$ cat src/rtl/alu_rs_pkg.sv
// rtl/alu_rs_pkg.sv - shared types and sizing for the ALU reservation station
//
// Purpose : ALU op codes, issue-buffer entry layout and age width.
//           The entry struct is sized by the RS_* constants below; the
//           station's BITWIDTH/NENTRIES/TAGWIDTH parameters default to them
//           and must stay equal to them.
// Ports   : none (package)
package alu_rs_pkg;

  localparam int RS_BITWIDTH = 32;
  localparam int RS_NENTRIES = 4;
  localparam int RS_TAGWIDTH = 4;
  localparam int AGEW        = $clog2(RS_NENTRIES);

  typedef enum logic [2:0] {
    ALU_ADD = 3'd0,
    ALU_SUB = 3'd1,
    ALU_AND = 3'd2,
    ALU_OR  = 3'd3,
    ALU_SRA = 3'd4,
    ALU_SLT = 3'd5,
    ALU_SRL = 3'd6,
    ALU_XOR = 3'd7
  } alu_op_e;

  typedef struct packed {
    logic                   valid;
    alu_op_e                op;
    logic                   a_rdy;
    logic [RS_BITWIDTH-1:0] a_val;
    logic [RS_TAGWIDTH-1:0] a_tag;
    logic                   b_rdy;
    logic [RS_BITWIDTH-1:0] b_val;
    logic [RS_TAGWIDTH-1:0] b_tag;
    logic [RS_TAGWIDTH-1:0] dst_tag;
    logic [AGEW-1:0]        age;
  } rs_entry_t;

endpackage

$ cat src/rtl/rs_oldest_select.sv
// rtl/rs_oldest_select.sv - picks the oldest (smallest age) candidate entry
//
// Purpose : combinational age-based select over the issue buffer.
// Ports   : cand_i        candidate vector (valid && both operands ready)
//           ages_i        packed ages, entry i at [i*AGEW +: AGEW]
//           grant_o       one-hot grant of the oldest candidate
//           grant_valid_o at least one candidate present
module rs_oldest_select #(
  parameter int N    = 4,
  parameter int AGEW = 2
) (
  input  logic [N-1:0]      cand_i,
  input  logic [N*AGEW-1:0] ages_i,
  output logic [N-1:0]      grant_o,
  output logic              grant_valid_o
);

  logic [N-1:0]    grant;
  logic            found;
  logic [AGEW-1:0] best_age;

  // Ages of valid entries are unique, so a strict compare yields one winner.
  always_comb begin
    grant    = '0;
    found    = 1'b0;
    best_age = '0;
    for (int i = 0; i < N; i++) begin
      if (cand_i[i] && (!found || (ages_i[i*AGEW +: AGEW] < best_age))) begin
        grant    = '0;
        grant[i] = 1'b1;
        best_age = ages_i[i*AGEW +: AGEW];
        found    = 1'b1;
      end
    end
  end

  assign grant_o       = grant;
  assign grant_valid_o = found;

endmodule

$ cat src/rtl/alu_reservation_station.sv
// rtl/alu_reservation_station.sv - issue buffer in front of the integer ALU
//
// Purpose : holds up to NENTRIES dispatched ops, captures missing operands
//           from the CDB by tag, and moves the oldest fully-ready entry into
//           a registered A/B/ALUControl/dst_tag bundle for the ALU.
// Config  : ALU_RS_BYPASS_EN - a fully-ready dispatch that finds no buffered
//           candidate and a free output register goes straight to the output
//           register (latency 1) without allocating an entry.
// Ports   : clk, rst (sync, active-high), flush (squash everything)
//           disp_*  dispatch request/operands/tags, disp_ready back-pressure
//           cdb_*   result broadcast used for operand wakeup
//           out_*   issue register (out_valid doubles as ALU en), out_ready in
module alu_reservation_station
  import alu_rs_pkg::*;
#(
  parameter int BITWIDTH = RS_BITWIDTH,
  parameter int NENTRIES = RS_NENTRIES,
  parameter int TAGWIDTH = RS_TAGWIDTH
) (
  input  logic                clk,
  input  logic                rst,
  input  logic                flush,
  input  logic                disp_valid,
  output logic                disp_ready,
  input  logic [2:0]          disp_op,
  input  logic                disp_a_rdy,
  input  logic [BITWIDTH-1:0] disp_a_val,
  input  logic [TAGWIDTH-1:0] disp_a_tag,
  input  logic                disp_b_rdy,
  input  logic [BITWIDTH-1:0] disp_b_val,
  input  logic [TAGWIDTH-1:0] disp_b_tag,
  input  logic [TAGWIDTH-1:0] disp_dst_tag,
  input  logic                cdb_valid,
  input  logic [TAGWIDTH-1:0] cdb_tag,
  input  logic [BITWIDTH-1:0] cdb_data,
  output logic                out_valid,
  input  logic                out_ready,
  output logic [BITWIDTH-1:0] out_a,
  output logic [BITWIDTH-1:0] out_b,
  output logic [2:0]          out_ctrl,
  output logic [TAGWIDTH-1:0] out_dst_tag
);

  localparam logic [AGEW:0] FULL_CNT = NENTRIES[AGEW:0];

  rs_entry_t ent_q [NENTRIES];
  rs_entry_t ent_d [NENTRIES];

  logic                out_valid_q, out_valid_d;
  logic [BITWIDTH-1:0] out_a_q, out_a_d;
  logic [BITWIDTH-1:0] out_b_q, out_b_d;
  logic [2:0]          out_ctrl_q, out_ctrl_d;
  logic [TAGWIDTH-1:0] out_dst_q, out_dst_d;

  logic [AGEW:0]        count;
  logic [NENTRIES-1:0]  cand;
  logic [NENTRIES*AGEW-1:0] ages;
  logic [NENTRIES-1:0]  grant;
  logic                 grant_valid;
  logic [AGEW-1:0]      alloc_idx;
  logic                 free_found;
  rs_entry_t            new_ent;
  rs_entry_t            issue_ent;
  logic                 disp_a_hit, disp_b_hit;
  logic                 disp_fire, out_free, issue, bypass, alloc;

  // Occupancy, candidates and packed ages all come from registered state only.
  always_comb begin
    count      = '0;
    cand       = '0;
    ages       = '0;
    alloc_idx  = '0;
    free_found = 1'b0;
    for (int i = 0; i < NENTRIES; i++) begin
      if (ent_q[i].valid) count = count + (AGEW+1)'(1);
      cand[i] = ent_q[i].valid && ent_q[i].a_rdy && ent_q[i].b_rdy;
      ages[i*AGEW +: AGEW] = ent_q[i].age;
      if (!ent_q[i].valid && !free_found) begin
        alloc_idx  = AGEW'(i);
        free_found = 1'b1;
      end
    end
  end

  rs_oldest_select #(
    .N    (NENTRIES),
    .AGEW (AGEW)
  ) u_select (
    .cand_i        (cand),
    .ages_i        (ages),
    .grant_o       (grant),
    .grant_valid_o (grant_valid)
  );

  always_comb begin
    issue_ent = '0;
    for (int i = 0; i < NENTRIES; i++) begin
      if (grant[i]) issue_ent = ent_q[i];
    end
  end

  assign disp_ready = (count < FULL_CNT);
  assign disp_fire  = disp_valid && disp_ready;
  assign out_free   = !out_valid_q || out_ready;
  assign issue      = grant_valid && out_free;

  // Dispatch sees the CDB of its own cycle so a same-cycle broadcast is not lost.
  assign disp_a_hit = cdb_valid && !disp_a_rdy && (disp_a_tag == cdb_tag);
  assign disp_b_hit = cdb_valid && !disp_b_rdy && (disp_b_tag == cdb_tag);

  always_comb begin
    new_ent         = '0;
    new_ent.valid   = 1'b1;
    new_ent.op      = alu_op_e'(disp_op);
    new_ent.a_rdy   = disp_a_rdy || disp_a_hit;
    new_ent.a_val   = disp_a_hit ? cdb_data : disp_a_val;
    new_ent.a_tag   = disp_a_tag;
    new_ent.b_rdy   = disp_b_rdy || disp_b_hit;
    new_ent.b_val   = disp_b_hit ? cdb_data : disp_b_val;
    new_ent.b_tag   = disp_b_tag;
    new_ent.dst_tag = disp_dst_tag;
    new_ent.age     = count[AGEW-1:0];
  end

`ifdef ALU_RS_BYPASS_EN
  assign bypass = disp_fire && new_ent.a_rdy && new_ent.b_rdy && !grant_valid && out_free;
`else
  assign bypass = 1'b0;
`endif
  assign alloc = disp_fire && !bypass;

  // Entry next state: wakeup, free on issue, allocate, then age compaction.
  // The new entry takes age=count and is also compacted, so it lands one
  // above the youngest survivor when an issue happens in the same cycle.
  always_comb begin
    for (int i = 0; i < NENTRIES; i++) begin
      ent_d[i] = ent_q[i];
      if (ent_q[i].valid && cdb_valid) begin
        if (!ent_q[i].a_rdy && (ent_q[i].a_tag == cdb_tag)) begin
          ent_d[i].a_rdy = 1'b1;
          ent_d[i].a_val = cdb_data;
        end
        if (!ent_q[i].b_rdy && (ent_q[i].b_tag == cdb_tag)) begin
          ent_d[i].b_rdy = 1'b1;
          ent_d[i].b_val = cdb_data;
        end
      end
      if (issue && grant[i]) ent_d[i].valid = 1'b0;
      if (alloc && (alloc_idx == AGEW'(i))) ent_d[i] = new_ent;
      if (issue && ent_d[i].valid && (ent_d[i].age > issue_ent.age)) begin
        ent_d[i].age = ent_d[i].age - AGEW'(1);
      end
    end
  end

  always_comb begin
    out_valid_d = out_valid_q;
    out_a_d     = out_a_q;
    out_b_d     = out_b_q;
    out_ctrl_d  = out_ctrl_q;
    out_dst_d   = out_dst_q;
    if (issue) begin
      out_valid_d = 1'b1;
      out_a_d     = issue_ent.a_val;
      out_b_d     = issue_ent.b_val;
      out_ctrl_d  = issue_ent.op;
      out_dst_d   = issue_ent.dst_tag;
    end else if (bypass) begin
      out_valid_d = 1'b1;
      out_a_d     = new_ent.a_val;
      out_b_d     = new_ent.b_val;
      out_ctrl_d  = new_ent.op;
      out_dst_d   = new_ent.dst_tag;
    end else if (out_valid_q && out_ready) begin
      out_valid_d = 1'b0;
    end
  end

  always_ff @(posedge clk) begin
    if (rst || flush) begin
      for (int i = 0; i < NENTRIES; i++) ent_q[i] <= '0;
      out_valid_q <= 1'b0;
      out_a_q     <= '0;
      out_b_q     <= '0;
      out_ctrl_q  <= '0;
      out_dst_q   <= '0;
    end else begin
      for (int i = 0; i < NENTRIES; i++) ent_q[i] <= ent_d[i];
      out_valid_q <= out_valid_d;
      out_a_q     <= out_a_d;
      out_b_q     <= out_b_d;
      out_ctrl_q  <= out_ctrl_d;
      out_dst_q   <= out_dst_d;
    end
  end

  assign out_valid   = out_valid_q;
  assign out_a       = out_a_q;
  assign out_b       = out_b_q;
  assign out_ctrl    = out_ctrl_q;
  assign out_dst_tag = out_dst_q;

endmodule

$ cat config.mk
export PLATFORM = sky130hd
export DESIGN_NAME = alu_reservation_station
export DESIGN_NICKNAME = d
export VERILOG_FILES = /design/src/rtl/alu_rs_pkg.sv /design/src/rtl/rs_oldest_select.sv /design/src/rtl/alu_reservation_station.sv
export SDC_FILE = /design/constraint.sdc
export NUM_CORES = 1
export LEC_CHECK = 0
export ABC_AREA = 0
export CORE_ASPECT_RATIO = 1.25
export CORE_MARGIN = 2
export CORE_UTILIZATION = 43
export DETAILED_ROUTE_END_ITERATION = 8
export PLACE_DENSITY = 0.67
export SETUP_SLACK_MARGIN = 0.2
export SYNTH_ARGS = -nofsm -noshare
export SYNTH_HDL_FRONTEND = slang
export SYNTH_HIERARCHICAL = 1
export SYNTH_SLANG_ARGS = --single-unit
$ cat constraint.sdc
create_clock -name clk -period 6.95 [get_ports clk]
set_input_delay 1.39 -clock clk [delete_from_list [all_inputs] [get_ports clk]]
set_output_delay 1.39 -clock clk [all_outputs]
set_load 0.02 [all_outputs]
==> flow_summary.ini <==
[run_status]
run_status = finished, final reports clean

[cts]
clkLatencyLatePin_ns = 0.57
ctsRootBufferMaster = sky130_fd_sc_hd__clkbuf_16
clock_net_sink_count = 408
cts-buffers-inserted = 43
cts-root-to-sink-buffers = 3
cts_htree_levels = 2
cts_tree = yes
clkTransAtPathRegs_ns = 0.06

[worst_hold_path]
hold_path_class = register to register

[sta]
timing_worst_slew_pin_value_ns = 1.141
max_slew_violation_count = 0
worst_clock_skew_ns = 0.01960
timing.max_slew.rel_slack_pct = 23.93
finalHoldViolCount = 0
fmaxAchievable_ghz = 0.1581
final-setup-viol-count = 0
postLayoutSetupSlackWorst_ns = 0.6255
final_min_period_over_clock_period_pct = 91.00
worst_hold_slack_ns = 0.4546
rsz0062_at_grt = false
final_period_minus_worst_setup_slack_ns = 6.324
setup_total_negative_slack_ns = 0

[global_route]
grt_start_max_net_pins = 144
grt.overflow.total = 0
antenna_found_initial = 2
grt_first_pass_wirelength_um = 107400
first_global_vias = 18350
gr-usage-all-layers_pct = 28.39

[die]
io_pins = 196
die_span_x_um = 196.8
fp.coreArea_um2 = 46020
placement_rows = 88
die_h_um = 245.0
die_area_um2 = 48230
floorplan.initialDensity_pct = 43.42

[place]
place.detailed.hpwl_um = 42340
pre_cts_ws_ns = 0.4834
portBuffers = 195
place_congestion = 0.8923

[job]
drv_cap = 0

[power]
cellInternalPower_uw = 3783
power.share.switching_pct = 24.38
power.ir.vdd_worst_mv = 0.1687
comb_power_share_pct = 6.6
p_leak_uw = 0.009431
powerDensity_nw_per_um2 = 214.7
clockPowerShare_pct = 46.0
seqPwrFrac_pct = 47.4
switching_power_uw = 1220
total_power_uw = 5003

[drt]
dr.first_iter.drc_count = 1556
wirelength_met1_um = 28920
vias = 18800
route.detailed.drc = 0
drt-total-wl_um = 70940
maxUsedRoutingLayer = met4
route.met3.wl_um = 4709
antenna_violating_nets_post_route = 0
avgViaCountPerCell = 6.365
routed_wire_length_per_instance_um = 24.02
length_of_routed_met2_wiring_um = 33690
drt_pre_antenna_iters = 5

[synthesis]
avg_inst_size_synth_um2 = 8.629
synth_enable_flop_cells = 0
synth.yosys.seq_area_share_pct = 40.87
synth_xor_xnor_area_share_pct = 2.229
postSynthNetCount = 2455
synth_compound_area_share_pct = 26.78
post_synth_mux_area_share_pct = 10.01
post_synthesis_async_set_or_reset_flop_share_pct = 0
synth_fa_ha_area_share_pct = 1.002
post_synth_and_or_nand_nor_area_fraction_pct = 13.31
syn-instance-count = 2316
netlist-cell-type-count = 58
synthesized_area_um2 = 19980
largest_family_of_logic_cells_by_synthesized_area = compound AO/OA/AOI/OAI gates
synth_flop_cell = sky130_fd_sc_hd__dfxtp_1
register_bit_count_reported_by_yosys = 408
ys.warnings.count = 6

[finish]
layout.core_utilization_pct = 50.63
ratio_of_cells_with_drive_above_1_in_the_final_layout_pct = 5.999
layout.nets = 2472
layout.cells.most_common_list = 408 x sky130_fd_sc_hd__dfxtp_1, 370 x sky130_fd_sc_hd__a21oi_1, 295 x sky130_fd_sc_hd__nand2_1
syn_to_final_growth_pct = 16.61
leading_cell_type_in_the_layout_fill_and_taps_excluded = sky130_fd_sc_hd__dfxtp_1
n_fill_cell = 4262

[critical_path]
timing.critical_path.fanout_max = 22
critPathLaunchType = register
critical_path.endpoint_type = register
worst_ep_arrival_time_ns = 6.75
worst-endpoint-required_ns = 7.38
criticalPathCategory = register to register
## worst max-delay path: stages, from the launching register on
cell and delay, ns:
sky130_fd_sc_hd__dfxtp_1 0.46, sky130_fd_sc_hd__and3_2 0.35, sky130_fd_sc_hd__nand2_1 0.10, sky130_fd_sc_hd__ha_1 0.34, sky130_fd_sc_hd__a21oi_1 0.08, sky130_fd_sc_hd__o21ai_1 0.27, sky130_fd_sc_hd__mux2_2 0.39, sky130_fd_sc_hd__ha_1 0.31
sky130_fd_sc_hd__o22ai_1 0.07, sky130_fd_sc_hd__and2_1 0.20, sky130_fd_sc_hd__a21oi_2 0.19, sky130_fd_sc_hd__mux2_2 0.36, sky130_fd_sc_hd__ha_1 0.19, sky130_fd_sc_hd__nor2_1 0.10, sky130_fd_sc_hd__nand2_1 0.09, sky130_fd_sc_hd__o31ai_4 0.21
sky130_fd_sc_hd__buf_4 0.30, sky130_fd_sc_hd__nor3_2 0.08, sky130_fd_sc_hd__nor2b_1 0.14, sky130_fd_sc_hd__a221oi_1 0.28, sky130_fd_sc_hd__nor3_1 0.08, sky130_fd_sc_hd__a21oi_1 0.34, sky130_fd_sc_hd__ha_1 0.31, sky130_fd_sc_hd__nand2_1 0.07
sky130_fd_sc_hd__o2111ai_1 0.24, sky130_fd_sc_hd__o31a_1 0.36, sky130_fd_sc_hd__o31ai_1 0.22, sky130_fd_sc_hd__a21oi_1 0.07
## flip-flops by register name, summed over array words and instances (netlist names)
signal,cells
out_a,32
out_ctrl,3
out_valid,1
ent_q,336
out_b,32
out_dst_tag,4
## per-stage QoR
stage	instance area, µm²	std cells
5_1_grt	23300	2953
4_1_cts	23290	2952
3_3_place_gp	21900	2873
2_1_floorplan	19980	2316
3_5_place_dp	21900	2873
6_report	23300	2953
## per-layer routing
metal | GRT usage [%] | up-vias
met4 | 14.71 | 0
met1 | 35.53 | 9197
met2 | 47.79 | 826
met5 | 0 | -
met3 | 3.669 | 182
li1 | - | 8590
## logic make-up after synthesis
logic type	Yosys count
and+or+nand+nor	535
DFF	408
buffers and inverters	265
adders and majority gates	16
muxes	199
AOI/OAI and AO/OA	843
xor gates and xnor gates	50
## power groups by stage
stage / logic [µW] / registers, µW / clock network (µW)
final: 329 / 2370 / 2300
after global placement: 319 / 2420 / 0
after detailed placement: 323 / 2430 / 0
after global routing: 344 / 2370 / 2410
after floorplan: 165 / 2420 / 0
after CTS: 325 / 2370 / 2320
## synth_stat cells (all sizes together) (3+ instances only)
cell type	count	area, µm²
a211oi	65	488.0
a21oi	371	1861
a221oi	119	1042
a31oi	3	25.02
and2	6	37.54
and3	36	225.2
buf	89	496.7
clkbuf	169	634.4
dfxtp	408	8168
ha	16	200.2
inv	7	26.28
mux2	4	48.79
mux2i	195	1952
nand2	300	1126
nand2b	10	62.56
nand3	4	20.02
nand3b	53	397.9
nand4	7	43.79
nor2	15	56.30
nor2b	46	287.8
nor3	40	240.2
nor3b	6	56.31
o2111ai	3	26.28
o211a	53	530.5
o21ai	83	426.7
o22ai	129	807.0
o31ai	6	58.81
xnor2	22	192.7
xor2	28	252.8
## final cells by class
type | instances | area [µm²] | share of cell area, %
antenna | 1 | 2.502 | 0.01074
clock inverter | 18 | 173.9 | 0.7463
sequential | 408 | 8168 | 35.05
multi-input combinational | 1643 | 10750 | 46.12
inverter | 7 | 26.28 | 0.1128
timing repair buffer | 230 | 2240 | 9.611
clock buffer | 61 | 1215 | 5.213
tap | 585 | 732.0 | 3.141
## final timing paths
check / slack, ns / endpoint / start / depth (start not counted)
hold reg to reg: 0.45 / ent_q[2][2]$_SDFFE_PP0N_ / ent_q[2][2]$_SDFFE_PP0N_ / 2
hold / removal: 0.45 / ent_q[2][2]$_SDFFE_PP0N_ / ent_q[2][2]$_SDFFE_PP0N_ / 2
setup reg to reg: 0.63 / ent_q[0][1]$_SDFF_PP0_ / ent_q[0][83]$_SDFF_PP0_ / 27
setup / recovery: 0.63 / ent_q[0][1]$_SDFF_PP0_ / ent_q[0][83]$_SDFF_PP0_ / 27
## what timing repair did
item	4_1_cts	5_1_grt
resized for setup	0	2
endpoints found under the setup margin	0	5
hold buffers	0	0
setup buffers	0	0
No activity file was read; power rests on OpenSTA's default activity.
